## src/rtl/mul_seq_ctrl.sv

```systemverilog
// mul_seq_ctrl -- iterative shift-add multiplier with its sequencing FSM.
// Serves the MUL (unsigned) and SMUL (signed) ALU operations. It trades a
// single-cycle array multiplier for WIDTH+2 cycles of fixed latency.
//
// Ports
//   clk        system clock, rising edge
//   reset      asynchronous active-low reset
//   start      request a multiply (sampled only in IDLE)
//   signed_op  1 = SMUL (two's complement), 0 = MUL (unsigned)
//   flush      synchronous abort back to IDLE, product left untouched
//   a, b       multiplicand / multiplier, latched on an accepted start
//   busy       high in RUN and FIX
//   done       one-cycle pulse in DONE; product and flags valid
//   product    full 2*WIDTH product, held until the next result
//   n_flag     product[WIDTH-1]
//   z_flag     product[WIDTH-1:0] == 0
//
// state | meaning
// ------+-----------------------------------------------------------
// IDLE  | waiting for start; operands latched on acceptance
// RUN   | one shift-add step per cycle, exactly WIDTH cycles
// FIX   | apply result sign, write product
// DONE  | done pulse, back to IDLE
module mul_seq_ctrl #(
    parameter int WIDTH = 32,
    parameter int CNT_W = 6
) (
    input  logic                 clk,
    input  logic                 reset,
    input  logic                 start,
    input  logic                 signed_op,
    input  logic                 flush,
    input  logic [WIDTH-1:0]     a,
    input  logic [WIDTH-1:0]     b,
    output logic                 busy,
    output logic                 done,
    output logic [2*WIDTH-1:0]   product,
    output logic                 n_flag,
    output logic                 z_flag
);

    typedef enum logic [1:0] {
        S_IDLE = 2'd0,
        S_RUN  = 2'd1,
        S_FIX  = 2'd2,
        S_DONE = 2'd3
    } state_t;

    localparam logic [CNT_W-1:0] LAST_STEP = CNT_W'(WIDTH - 1);

    state_t               state_q, state_d;
    logic [CNT_W-1:0]     cnt_q, cnt_d;
    logic [WIDTH-1:0]     mcand_q, mcand_d;
    // Upper half accumulates partial sums, lower half holds the multiplier
    // bits still to be consumed; both shift right together every step.
    logic [2*WIDTH-1:0]   acc_q, acc_d;
    logic                 neg_q, neg_d;
    logic [2*WIDTH-1:0]   product_q, product_d;

    logic [WIDTH-1:0]     mag_a, mag_b;
    logic [WIDTH:0]       step_sum;

    // The negation of the most-negative value wraps to itself, which read
    // as unsigned is exactly 2^(WIDTH-1), so no special case is needed.
    assign mag_a = (signed_op && a[WIDTH-1]) ? -a : a;
    assign mag_b = (signed_op && b[WIDTH-1]) ? -b : b;

    assign step_sum = {1'b0, acc_q[2*WIDTH-1:WIDTH]}
                    + (acc_q[0] ? {1'b0, mcand_q} : {(WIDTH+1){1'b0}});

    always_comb begin
        state_d   = state_q;
        cnt_d     = cnt_q;
        mcand_d   = mcand_q;
        acc_d     = acc_q;
        neg_d     = neg_q;
        product_d = product_q;
        busy      = 1'b0;
        done      = 1'b0;

        case (state_q)
            S_IDLE: begin
                if (start) begin
                    mcand_d = mag_a;
                    acc_d   = {{WIDTH{1'b0}}, mag_b};
                    neg_d   = signed_op & (a[WIDTH-1] ^ b[WIDTH-1]);
                    cnt_d   = '0;
                    state_d = S_RUN;
                end
            end
            S_RUN: begin
                busy  = 1'b1;
                acc_d = {step_sum, acc_q[WIDTH-1:1]};
                cnt_d = cnt_q + 1'b1;
                if (cnt_q == LAST_STEP) begin
                    state_d = S_FIX;
                end
            end
            S_FIX: begin
                busy      = 1'b1;
                product_d = neg_q ? -acc_q : acc_q;
                state_d   = S_DONE;
            end
            S_DONE: begin
                done    = 1'b1;
                state_d = S_IDLE;
            end
            default: begin
                state_d = S_IDLE;
            end
        endcase

        // Abort wins over everything, including a start in the same cycle
        // and the done pulse; the last good product is kept.
        if (flush) begin
            state_d   = S_IDLE;
            cnt_d     = '0;
            product_d = product_q;
            done      = 1'b0;
        end
    end

    always_ff @(posedge clk or negedge reset) begin
        if (!reset) begin
            state_q   <= S_IDLE;
            cnt_q     <= '0;
            mcand_q   <= '0;
            acc_q     <= '0;
            neg_q     <= 1'b0;
            product_q <= '0;
        end else begin
            state_q   <= state_d;
            cnt_q     <= cnt_d;
            mcand_q   <= mcand_d;
            acc_q     <= acc_d;
            neg_q     <= neg_d;
            product_q <= product_d;
        end
    end

    assign product = product_q;
    assign n_flag  = product_q[WIDTH-1];
    assign z_flag  = (product_q[WIDTH-1:0] == '0);

endmodule
```

## config.mk

```make
export PLATFORM = sky130hd
export DESIGN_NAME = mul_seq_ctrl
export DESIGN_NICKNAME = d
export VERILOG_FILES = /design/src/rtl/mul_seq_ctrl.sv
export SDC_FILE = /design/constraint.sdc
export NUM_CORES = 1
export LEC_CHECK = 0
export BUFFER_PORTS_ARGS = -buffer_cell sky130_fd_sc_hd__buf_2
export CORE_ASPECT_RATIO = 1.25
export CORE_UTILIZATION = 57
export CTS_CLUSTER_DIAMETER = 150
export DETAILED_ROUTE_END_ITERATION = 8
export PLACE_DENSITY = 0.78
export SLEW_MARGIN = 10
export SYNTH_ARGS = -nofsm -noshare
export SYNTH_HDL_FRONTEND = slang
export SYNTH_SLANG_ARGS = --single-unit
export TNS_END_PERCENT = 5
```

## constraint.sdc

```tcl
create_clock -name clk -period 5.1 [get_ports clk]
set_input_delay 0.255 -clock clk [delete_from_list [all_inputs] [get_ports clk]]
set_output_delay 0.255 -clock clk [all_outputs]
set_load 0.01 [all_outputs]
```

* Word level (Yosys, flattened, before mapping) *
Cells that the tools add are included.

cells by class
  reduce and logical (&&, ||, !) cells = 12
  eq/ne operators = 7
  multiplexer cells = 16
  $add $sub $neg = 5
  bitwise logic cells = 3

operators by type and width
  kind                 count
  $mux 64              2
  $pmux 64 s2          1
  $mux 32              3
  $neg 32->32          2
  $neg 64->64          1
  $add 32x32->33       1
  $logic_not 32->1     1
  $mux 6               2
  $pmux 6 s2           1
  $reduce_and 2->1     5
  $pmux 2 s4           1
  $add 6x1->6 const B  1
  $eq 6x5->1 const B   1
  $mux 2               3
  $ne 3x3->1 const B   2
  $eq 2x2->1 const B   2
  $mux 1               3
  $reduce_bool 3->1    1
  $eq 2x1->1 const B   1
  $logic_and 1x1->1    2
  $logic_not 2->1      1
  $ne 2x2->1 const B   1
  $reduce_bool 2->1    1
  $reduce_or 2->1      1
  other kinds (3)      3

storage, ports and cells
  output and inout port bits = 68
  bits in registers = 169

* Depth between registers and ports, before layout *
Gate-level depths: netlist of run 1.

  word-level depth = 4
  mapped depth = 13
  mapped depth without buffers = 11

* Least setup slack after synthesis of run 1 *
No wires, ideal clock.

  path type = flip-flop to flip-flop
  from = register acc_q[0]
  to = register acc_q[60]
  data required time = 4978 ps
  library setup time = 122 ps
  stages on the path, launching flop included = 13
  path slack = 2058 ps
  period minus slack after synthesis = 3042 ps
  arrival = 2921 ps
  path through = dfrtp_1 -> clkbuf_1 -> clkbuf_1 -> nand2_1 -> inv_1 -> ha_1 -> a21oi_1 -> nor2_1 -> o41ai_1 -> a21oi_1 -> o211a_1 -> or3_1 -> a32o_1

on the way
  longest elaborated chain between the ends = 3

ends and longest elaborated chain
  what                    RTL line  source
  start, declared         56        logic [2*WIDTH-1:0] acc_q, acc_d;
  start signal, assigned  128       acc_q <= '0;
  start signal, assigned  135       acc_q <= acc_d;
  $mux 32                 69        + (acc_q[0] ? {1'b0, mcand_q} : {(WIDTH+1){1'b0}});
  $add 32x32->33          69
  $pmux 64 s2             81        case (state_q)

Every way passes these cells.
A chain may end at the register's enable or synchronous reset.

* Final worst setup path of run 1 *
  from = register acc_q[0]
  to = register acc_q[63]

The elaborated chain is that of the path after synthesis.

==> results of run 1 <==
[metal layers]
| metal | share of wire | track usage | up-vias |
|---|---|---|---|
| met4 | 0.014 | 0.0884 | 0 |
| li1 | - | - | 4979 |
| met1 | 0.47 | 0.405 | 4755 |
| met2 | 0.46 | 0.454 | 330 |
| met3 | 0.050 | 0.0286 | 26 |
| met5 | 0 | 0 | - |
[layout make-up]
class                      instances  area (sq um)
clock inverter                    11           114
timing repair buffer             145           754
inverter                          26          97.6
fill                            1624          6450
tap                              261           327
sequential                       169          4230
multi-input combinational       1073          6550
clock buffer                      21           470
[sequential cells by signal, summed over array words and instances (netlist names)]
signal,flops
acc_q,64
mcand_q,32
product,64
neg_q,1
cnt_q,6
state_q,2
[worst max path at each step]
stage                        start        end  slack (ps)  cells past startpoint
final                     acc_q[0]  acc_q[63]        1750                     12
after global routing      acc_q[0]  acc_q[63]        1570                     12
after CTS                 acc_q[0]  acc_q[63]        1780                     12
after detailed placement  acc_q[0]  acc_q[63]        1800                     12
after global placement    acc_q[0]  acc_q[63]        1930                     12
after floorplan           acc_q[0]  acc_q[60]        2060                     12
[through the flow]
step | instance area, sq um | total power, uW
5_1_grt | 12500 | 7850
3_5_place_dp | 12000 | 5970
2_1_floorplan | 11200 | 4890
4_1_cts | 12500 | 7250
6_report | 12500 | 7280
3_3_place_gp | 12000 | 5860
[where the power goes]
| part | leakage [uW] | switching, uW | internal, uW |
|---|---|---|---|
| Combinational | 0.00323 | 2180 | 1310 |
| Sequential | 0.00217 | 608 | 1910 |
| Clock | 0.000276 | 551 | 718 |
| Total | 0.00568 | 3340 | 3940 |
[cells in the mapped netlist, types with 5 or more instances]
cell | instances | area, sq um
clkbuf_1 | 60 | 225
nor2b_1 | 7 | 43.8
or3_1 | 23 | 144
o31ai_1 | 29 | 218
and2_1 | 42 | 263
a31oi_1 | 9 | 56.3
and3_1 | 6 | 37.5
xnor2_1 | 48 | 420
nand2b_1 | 10 | 62.6
or4_1 | 17 | 128
o41ai_1 | 17 | 149
nor3_1 | 23 | 115
dfrtp_1 | 169 | 4230
a21oi_1 | 79 | 395
or2_2 | 5 | 31.3
o21ai_0 | 212 | 1060
a21o_1 | 19 | 143
nor4_1 | 20 | 125
nor2_1 | 67 | 251
nand3_1 | 15 | 75.1
nand2_1 | 205 | 769
inv_1 | 26 | 97.6
ha_1 | 40 | 500
xor2_1 | 97 | 850
nand4_1 | 13 | 81.3
o22ai_1 | 8 | 50.1
[critical path, stage by stage, from the launching register on]
cell,delay (ps)
dfrtp_1,480
buf_4,280
and2_1,160
ha_1,160
inv_1,60
fa_1,400
nor2b_1,170
o2111ai_1,180
a31oi_1,270
a311oi_1,200
o31a_1,360
or3_1,340
a31oi_1,190
[cells by family (layout without fill, tap and decap cells)]
| group | Yosys count | after routing | synth area share |
|---|---|---|---|
| compound gates | 414 | 414 | 0.218 |
| buf+inv | 97 | 203 | 0.0363 |
| xor+xnor | 145 | 145 | 0.114 |
| simple gates | 470 | 470 | 0.204 |
| flops | 169 | 169 | 0.379 |
| mux | 3 | 3 | 0.00269 |
| fa+ha+maj | 41 | 41 | 0.0466 |
[placed cells by master (no fill, tap or decap), types with 40 or more instances in the layout]
| master | Yosys | routed |
|---|---|---|
| dfrtp_1 | 169 | 169 |
| xnor2_1 | 48 | 48 |
| ha_1 | 40 | 40 |
| nand2_1 | 205 | 204 |
| and2_1 | 42 | 42 |
| o21ai_0 | 212 | 211 |
| nor2_1 | 67 | 67 |
| buf_2 | 2 | 135 |
| xor2_1 | 97 | 97 |
| a21oi_1 | 79 | 79 |
==> metrics.yaml, run 1 <==
outcome: "finished with violations"
failed_checks: "hold timing"
core_area_sq_um: 19000
p_per_area_nw_per_um2: 581
antenna_cells: 0
min_period_ps: 3350
antenna_found_initial: 0
clockRootBuffer: "clkbuf_16"
finalNonFillerCells: 1706
worstSetupPathType: "flip-flop to flip-flop"
grt_pass1_vias: 9014
dp_hpwl_um: 20700
cp.required_ps: 5440
gp_congestion: 0.930
layout_setup_ws_ps: 1750
whs_ps: -3.97
ys_seq_elements: 169
netlist_area_sq_um: 11200
syn-instance-count: 1339
slew_violations: 0
die_h_um: 158
vias: 10100
dieArea_sq_um: 20100
vdd_drop_max_mv: 0.390
layout.nets: 1542
r2r_slack_ps: 1750
clock.fmax_ghz: 0.298
relSlewSlack: 0.284
cts_sinks: 169
pre_cts_ws_ps: 1800
worst_pin_slew_ps: 1070
clock_latency_ps: 430
finalHoldViolations: 2
critical_path.max_fanout: 29
hp-class: "primary input to asynchronous set/reset pin"
drt-initial-drc-count: 850
portBuffers: 136
rows: 56
clockBufferDepth: 2
finalSetupViolCount: 0
dpl.cell_count: 1674
track_usage: 0.283
tritoncts: "done"
yosysSeqAreaShare: 0.379
final_layout_size_suffix_gt1_frac: 0.134
drc: 0
drt-pass1-iter-count: 5
r2r_cells: 12
routed_wl_um: 27900
cp_data_arrival_time_ps: 3690
post_synth_num_cell_types: 64
final.setup.tns_ps: 0
fin_util: 0.660
htreeDepth: 4
synth_nets: 1449
async_flop_share: 1.00
ys.flop_type: "dfrtp_1"
cts_buffers: 17
fin_skew_ps: 8.78
grt-ovfl-total: 0
grt_start_max_net_pins: 129
cts_setup_buffers: 0
yosys_warnings: 0
grt_setup_unrepaired: "no"
grt_pass1_wl_um: 45300
cts_resized: 0
synth_edf_count: 0
ios: 137
end_kind: "flip-flop"
dieWidth_um: 127
rr_endpoint: "acc_q[63]"
start_kind: "flip-flop"
ant_nets: 0
clk_pin_slew_ps: 60
via_per_inst: 5.91
maxCapViolCount: 0
r2r-start: "acc_q[0]"
avgRoutedWirePerCell_um: 16.4
start_util: 0.588
post-route-period-util: 0.657
cts_hold_buffers: 0
area_delta_synth_final_pct: 12.4
syn_area_per_cell_sq_um: 8.33
power.leakage_uw: 0.00568
Power figures use the tool's default switching activity.
==> run 2, diff against run 1 <==
--- a/config.mk
+++ b/config.mk
@@ -7,7 +7,7 @@
 export LEC_CHECK = 0
 export BUFFER_PORTS_ARGS = -buffer_cell sky130_fd_sc_hd__buf_2
 export CORE_ASPECT_RATIO = 1.25
-export CORE_UTILIZATION = 57
+export CORE_UTILIZATION = 54
 export CTS_CLUSTER_DIAMETER = 150
 export DETAILED_ROUTE_END_ITERATION = 8
 export PLACE_DENSITY = 0.78
==> constraint.sdc (replaced) <==
create_clock -name clk -period 3 [get_ports clk]
set_input_delay 0.15 -clock clk [delete_from_list [all_inputs] [get_ports clk]]
set_output_delay 0.15 -clock clk [all_outputs]
set_load 0.01 [all_outputs]
==> run 2 against run 1 <==
  * The flow now finishes without violations
  * Sequential share of layout area is 1.4 points lower
  * Routed wire length is 6.8% higher
  * Utilization is 1.2 points lower
  * Clock power is 75% higher
  * Clock skew is 2.2 ps lower
  * Critical path depth is 5 lower
  * Cell count is 3.9% higher
  * Clock-buffer cell count is 4 lower
  * Power is 78% higher
  * Global-route usage is 0.92 points higher
  * Final area is 4.4% higher
  * Largest cell class unchanged
==> metrics.yaml, run 2 (synthesis gave the netlist of run 1 again) <==
ant_nets: 0  # unchanged
worst_pin_slew_ps: 721  # -353 ps
dieWidth_um: 131  # +2.7%
cts_buffers: 17  # unchanged
cpLargestDelayFamily: "simple AND/OR/NAND/NOR gates"
gp_congestion: 0.911  # -2.1%
crit_cells: 7  # -5
r2r_cells: 7  # -5
final.setup.tns_ps: 0  # unchanged
final_cell_mix: "o21ai_0 (211), nand2_1 (204), dfrtp_1 (169)"
clock.fmax_ghz: 0.345  # +16%
antenna_found_initial: 0  # unchanged
die_h_um: 163  # +2.7%
p_per_area_nw_per_um2: 991  # +71%
routed_wl_um: 29800  # +6.8%
rows: 58  # +3.6%
finalHoldViolations: 0  # -2
clockRootBuffer: "clkbuf_16"
comb_power_share: 0.513  # +0.034
worstSetupPathType: "flip-flop to flip-flop"
track_usage: 0.292  # +0.00923
clockBufferDepth: 2  # unchanged
post-route-period-util: 0.967  # +0.310
drt-initial-drc-count: 876  # +3.1%
dp_hpwl_um: 22500  # +8.4%
relSlewSlack: 0.515  # +0.231
maxCapViolCount: 0  # unchanged
dieArea_sq_um: 21200  # +5.5%
cp_num_buf_inv: 1  # -1
fin_skew_ps: 6.62  # -2.17 ps
vias: 10500  # +3.6%
clk_pin_slew_ps: 70  # about the same
critical_path.max_fanout: 6  # -79%
hp-class: "primary input to flip-flop"
crit_slowest_cell: "or4_2"
slew_violations: 0  # unchanged
cts_sinks: 169  # unchanged
area_delta_synth_final_pct: 17.2
p_sw_uw: 5870  # +76%
grt_pass1_wl_um: 48700  # +7.6%
grt_pass1_vias: 9725  # +7.9%
multi_input_area_sq_um: 6610  # +0.92%
internal_power_uw: 7090  # +80%
dpl.cell_count: 1737  # +3.8%
worstPathCellList: "or4_4 -> or3_4 -> buf_4 -> or4_2 -> o21ai_0 -> xor2_1 -> o21ai_0"
tritoncts: "done"
whs_path_depth: 3
cp.required_ps: 3310  # -2130 ps
fillers: 1733  # +6.7%
finalSetupViolCount: 0  # unchanged
final_common_cell: "o21ai_0"
switching_share: 0.453  # -0.00531
antenna_cells: 0  # unchanged
seq_power_share: 0.316  # -0.030
critPathMaxStageDelay_ps: 760  # +280 ps
ios: 137  # unchanged
end_kind: "flip-flop"
grt-ovfl-total: 0  # unchanged
htreeDepth: 4  # unchanged
power.leakage_uw: 0.00601  # +5.8%
final_layout_size_suffix_gt1_frac: 0.175  # +0.0408
p_clk_frac: 0.171  # -0.003
grt_start_max_net_pins: 67  # -48%
hold_start: "a[24]"
via_per_inst: 5.90  # -0.22%
outcome: "complete, no violations"
crit_path_frequent_cell: "o21ai_0"
register_area_sq_um: 4230  # unchanged
start_kind: "flip-flop"
clock_latency_ps: 440  # about the same
crit_start: "acc_q[19]"
portBuffers: 136  # unchanged
layout.nets: 1599  # +3.7%
vdd_drop_max_mv: 0.599  # +54%
min_period_ps: 2900  # -451 ps
drc: 0  # unchanged
finalNonFillerCells: 1772  # +3.9%
start_util: 0.553  # -0.0345
grt_setup_unrepaired: "yes"
cp_data_arrival_time_ps: 3210  # -480 ps
core_area_sq_um: 20200  # +6.2%
avgRoutedWirePerCell_um: 16.8  # +2.8%
drt-pass1-iter-count: 5  # unchanged
r2r-start: "acc_q[19]"
[run 2: cell types whose count changed in the layout (fill, tap and decap cells not counted), moves of 3 or more]
| cell | previous run | this run |
|---|---|---|
| buf_12 | 0 | 3 |
| buf_4 | 9 | 62 |
| clkbuf_8 | 3 | 0 |
| clkinv_2 | 0 | 3 |
| clkinvlp_4 | 3 | 0 |
| inv_6 | 2 | 5 |
| o41ai_1 | 17 | 14 |
| o41ai_2 | 0 | 3 |
[run 2: power groups by stage]
stage	clock, uW	sequential [uW]	combinational (uW)
after detailed placement	0	4110	6490
after global routing	2330	4230	7400
after global placement	0	4060	6300
after CTS	2230	4070	6550
final	2220	4100	6650
after floorplan	0	4140	4160
[run 2: worst min-delay path, stage by stage]
cell     delay, ps
buf_2          100
xnor2_1        100
o21ai_0         60
[run 2: area by class of cell]
| type | count | area share |
|---|---|---|
| Tap cell | 270 | 0.0258 |
| Clock inverter | 15 | 0.0126 |
| Sequential cell | 169 | 0.323 |
| Inverter | 26 | 0.00746 |
| Multi-Input combinational cell | 1073 | 0.505 |
| Timing Repair Buffer | 202 | 0.0934 |
| Clock buffer | 17 | 0.0325 |
[run 2: what timing repair did]
item | 4_1_cts | 5_1_grt
setup endpoints to repair | 1 | 17
setup buffers | 0 | 2
resized for setup | 1 | 10
hold endpoints to repair | 43 | 0
hold buffers | 1 | 0
pin swaps | 0 | 2
[run 2: path summary, 6_finish.rpt]
path | end | slack [ps]
min in group asynchronous | cnt_q[5] | 220
worst max register to register | product[40] | 100
worst min register to register | product[51] | 470
worst max-delay path | product[40] | 100
worst min-delay path | mcand_q[24] | 20
max in group asynchronous | acc_q[46] | 1940
[run 2: per-stage QoR]
step	utilization	hold WS (ps)	total power (uW)	setup WS, ps	instance area, sq um
5_1_grt	0.648	28.3	14000	-23.9	13100
3_5_place_dp	0.615	130	10600	-23.8	12400
6_report	0.648	19.7	13000	98.8	13100
2_1_floorplan	-	-146	8310	-18.6	11200
3_3_place_gp	0.615	114	10400	100	12400
4_1_cts	0.645	8.01	12900	31.6	13000
[run 2: metal layers]
metal,up-vias,track usage,routed length [um]
met5,-,0,0
met4,0,0.0878,536
met3,47,0.0443,1870
met2,402,0.476,14100
met1,4932,0.400,13300
li1,5076,-,-
==> run 3, diff against run 2 <==
--- a/config.mk
+++ b/config.mk
@@ -7,10 +7,11 @@
 export LEC_CHECK = 0
 export BUFFER_PORTS_ARGS = -buffer_cell sky130_fd_sc_hd__buf_2
 export CORE_ASPECT_RATIO = 1.25
-export CORE_UTILIZATION = 54
+export CORE_UTILIZATION = 55
+export CTS_BUF_LIST = sky130_fd_sc_hd__clkbuf_8
 export CTS_CLUSTER_DIAMETER = 150
 export DETAILED_ROUTE_END_ITERATION = 8
-export PLACE_DENSITY = 0.78
+export PLACE_DENSITY = 0.79
 export SLEW_MARGIN = 10
 export SYNTH_ARGS = -nofsm -noshare
 export SYNTH_HDL_FRONTEND = slang
==> run 3 against run 2 <==
  * Power down 4.4%
  * Critical endpoint is now product[55]
  * Setup slack worse by 48 ps
  * Clock-buffer cell count did not move
==> metrics.yaml, run 3 (synthesis gave the netlist of run 1 again) <==
outcome: "complete, no violations"
ant_nets: 0  # unchanged
start_kind: "flip-flop"
crit_slowest_cell: "or4_4"
layout.nets: 1629  # +1.9%
p_sw_uw: 5920  # +0.84%
grt-ovfl-total: 0  # unchanged
cpLargestDelayFamily: "simple AND/OR/NAND/NOR gates"
cts_sinks: 169  # unchanged
grt_start_max_net_pins: 87  # +30%
r2r_slack_ps: 50  # -50 ps
final_cell_mix: "o21ai_0 (211), nand2_1 (204), dfrtp_1 (169)"
htreeDepth: 4  # unchanged
gp_congestion: 0.928  # +1.8%
clock_latency_ps: 500  # +60 ps
p_per_area_nw_per_um2: 934  # -5.7%
die_h_um: 161  # -0.90%
finalHoldViolations: 0  # unchanged
end_kind: "flip-flop"
switching_share: 0.478  # +0.0247
final_layout_size_suffix_gt1_frac: 0.167  # -0.00800
relSlewSlack: 0.455  # -0.0599
clockBufferDepth: 2  # unchanged
seq_power_share: 0.333  # +0.017
finalSetupViolCount: 0  # unchanged
worst_pin_slew_ps: 814  # +93.4 ps
vias: 10600  # +0.93%
comb_power_share: 0.531  # +0.018
critical_path.max_fanout: 4  # -2
fin_util: 0.674  # +0.0256
worstSetupPathType: "flip-flop to flip-flop"
cp_num_buf_inv: 0  # -1
clockRootBuffer: "clkbuf_8"
cp_data_arrival_time_ps: 3310  # +100 ps
cp.required_ps: 3360  # +50 ps
fin_skew_ps: 16.2  # +9.54 ps
dieWidth_um: 129  # -0.90%
routed_wl_um: 30200  # +1.4%
portBuffers: 136  # unchanged
finalNonFillerCells: 1798  # +1.5%
final_area_sq_um: 13300  # +1.4%
drt-pass1-iter-count: 6  # +1
track_usage: 0.300  # +0.00751
min_period_ps: 2950  # +47.6 ps
power.leakage_uw: 0.00604  # +0.66%
rows: 57  # -1.7%
final_common_cell: "o21ai_0"
area_delta_synth_final_pct: 18.9
grt_pass1_wl_um: 49300  # +1.3%
critPathMaxStageDelay_ps: 550  # -210 ps
dp_hpwl_um: 21800  # -2.8%
clk_pin_slew_ps: 110  # +40 ps
clock.fmax_ghz: 0.339  # -1.6%
ios: 137  # unchanged
dieArea_sq_um: 20900  # -1.8%
tritoncts: "done"
internal_power_uw: 6470  # -8.7%
drt-initial-drc-count: 923  # +5.4%
core_area_sq_um: 19700  # -2.4%
vdd_drop_max_mv: 0.533  # -11%
hp-class: "primary input to flip-flop"
drc: 0  # unchanged
post-route-period-util: 0.983  # +0.0159
avgRoutedWirePerCell_um: 16.8  # about the same
p_clk_frac: 0.135  # -0.036
grt_pass1_vias: 9908  # +1.9%
maxCapViolCount: 0  # unchanged
cts_buffers: 17  # unchanged
worstPathCellList: "or4_4 -> or3_4 -> or4_4 -> or4_4 -> o41ai_4 -> xor2_1 -> o21ai_1"
dpl.cell_count: 1724  # -0.75%
crit_path_frequent_cell: "or4_4"
antenna_found_initial: 1  # +1
place_area_sq_um: 12300  # -0.53%
start_util: 0.567  # +0.0138
via_per_inst: 5.87  # -0.53%
slew_violations: 0  # unchanged
-- run 3: cell types whose count changed in the layout (fill, tap and decap cells not counted), moves of 3 or more --
cell and change:
dlygate4sd3_1 +40, clkbuf_16 -17, clkbuf_8 +17, buf_4 -10, clkinv_8 +7, clkinv_2 -3
clkinv_4 -3
-- run 3: power by group through the flow --
stage / clock network, uW / registers [uW] / logic [uW]
5_1_grt: 1770 / 4260 / 7330
2_1_floorplan: 0 / 4140 / 4160
4_1_cts: 1700 / 4100 / 6420
6_report: 1680 / 4130 / 6590
3_5_place_dp: 0 / 4150 / 6330
3_3_place_gp: 0 / 4110 / 6160
-- run 3: what timing repair did --
item,in CTS,in global routing
buffers inserted,0,0
resized for setup,0,16
hold buffers,41,0
hold endpoints to repair,129,0
setup endpoints to repair,0,19
-- run 3: final cells by class --
cell class | count | area [sq um]
multi-input combinational | 1073 | 6640
fill | 1655 | 6410
sequential | 169 | 4230
timing repair buffer | 232 | 1550
tap | 265 | 332
clock buffer | 17 | 234
clock inverter | 15 | 189
inverter | 26 | 97.6
antenna | 1 | 2.50
-- run 3: worst paths after layout --
path,cells past startpoint,startpoint,end
min,4,b[13],acc_q[13]
max in group asynchronous,3,reset,product[46]
max reg2reg,7,acc_q[19],product[55]
min reg2reg,2,mcand_q[29],mcand_q[29]
min in group asynchronous,2,reset,cnt_q[0]
max,7,acc_q[19],product[55]
-- run 3: routing by layer --
metal | vias up | global-route usage | wire (um)
li1 | 5130 | - | -
met1 | 4955 | 0.414 | 13500
met2 | 417 | 0.478 | 14100
met3 | 52 | 0.0424 | 1960
met4 | 0 | 0.107 | 659
met5 | - | 0 | 0
-- run 3: worst register-to-register path, stage by stage, from the launching register on --
cell and delay [ps]:
dfrtp_1 400, or4_4 550, or3_4 370, or4_4 550, or4_4 450, o41ai_4 230
xor2_1 200, o21ai_1 70
-- run 3: per-stage QoR --
step                      setup TNS, ps  setup slack (ps)  hold slack, ps  total power (uW)
after detailed placement              0              57.1             263             10500
after CTS                             0              11.0           0.313             12200
after global placement                0               107             257             10300
after global routing              -25.7             -21.9            22.4             13400
after floorplan                   -18.6             -18.6            -146              8310
final                                 0              51.3            21.0             12400
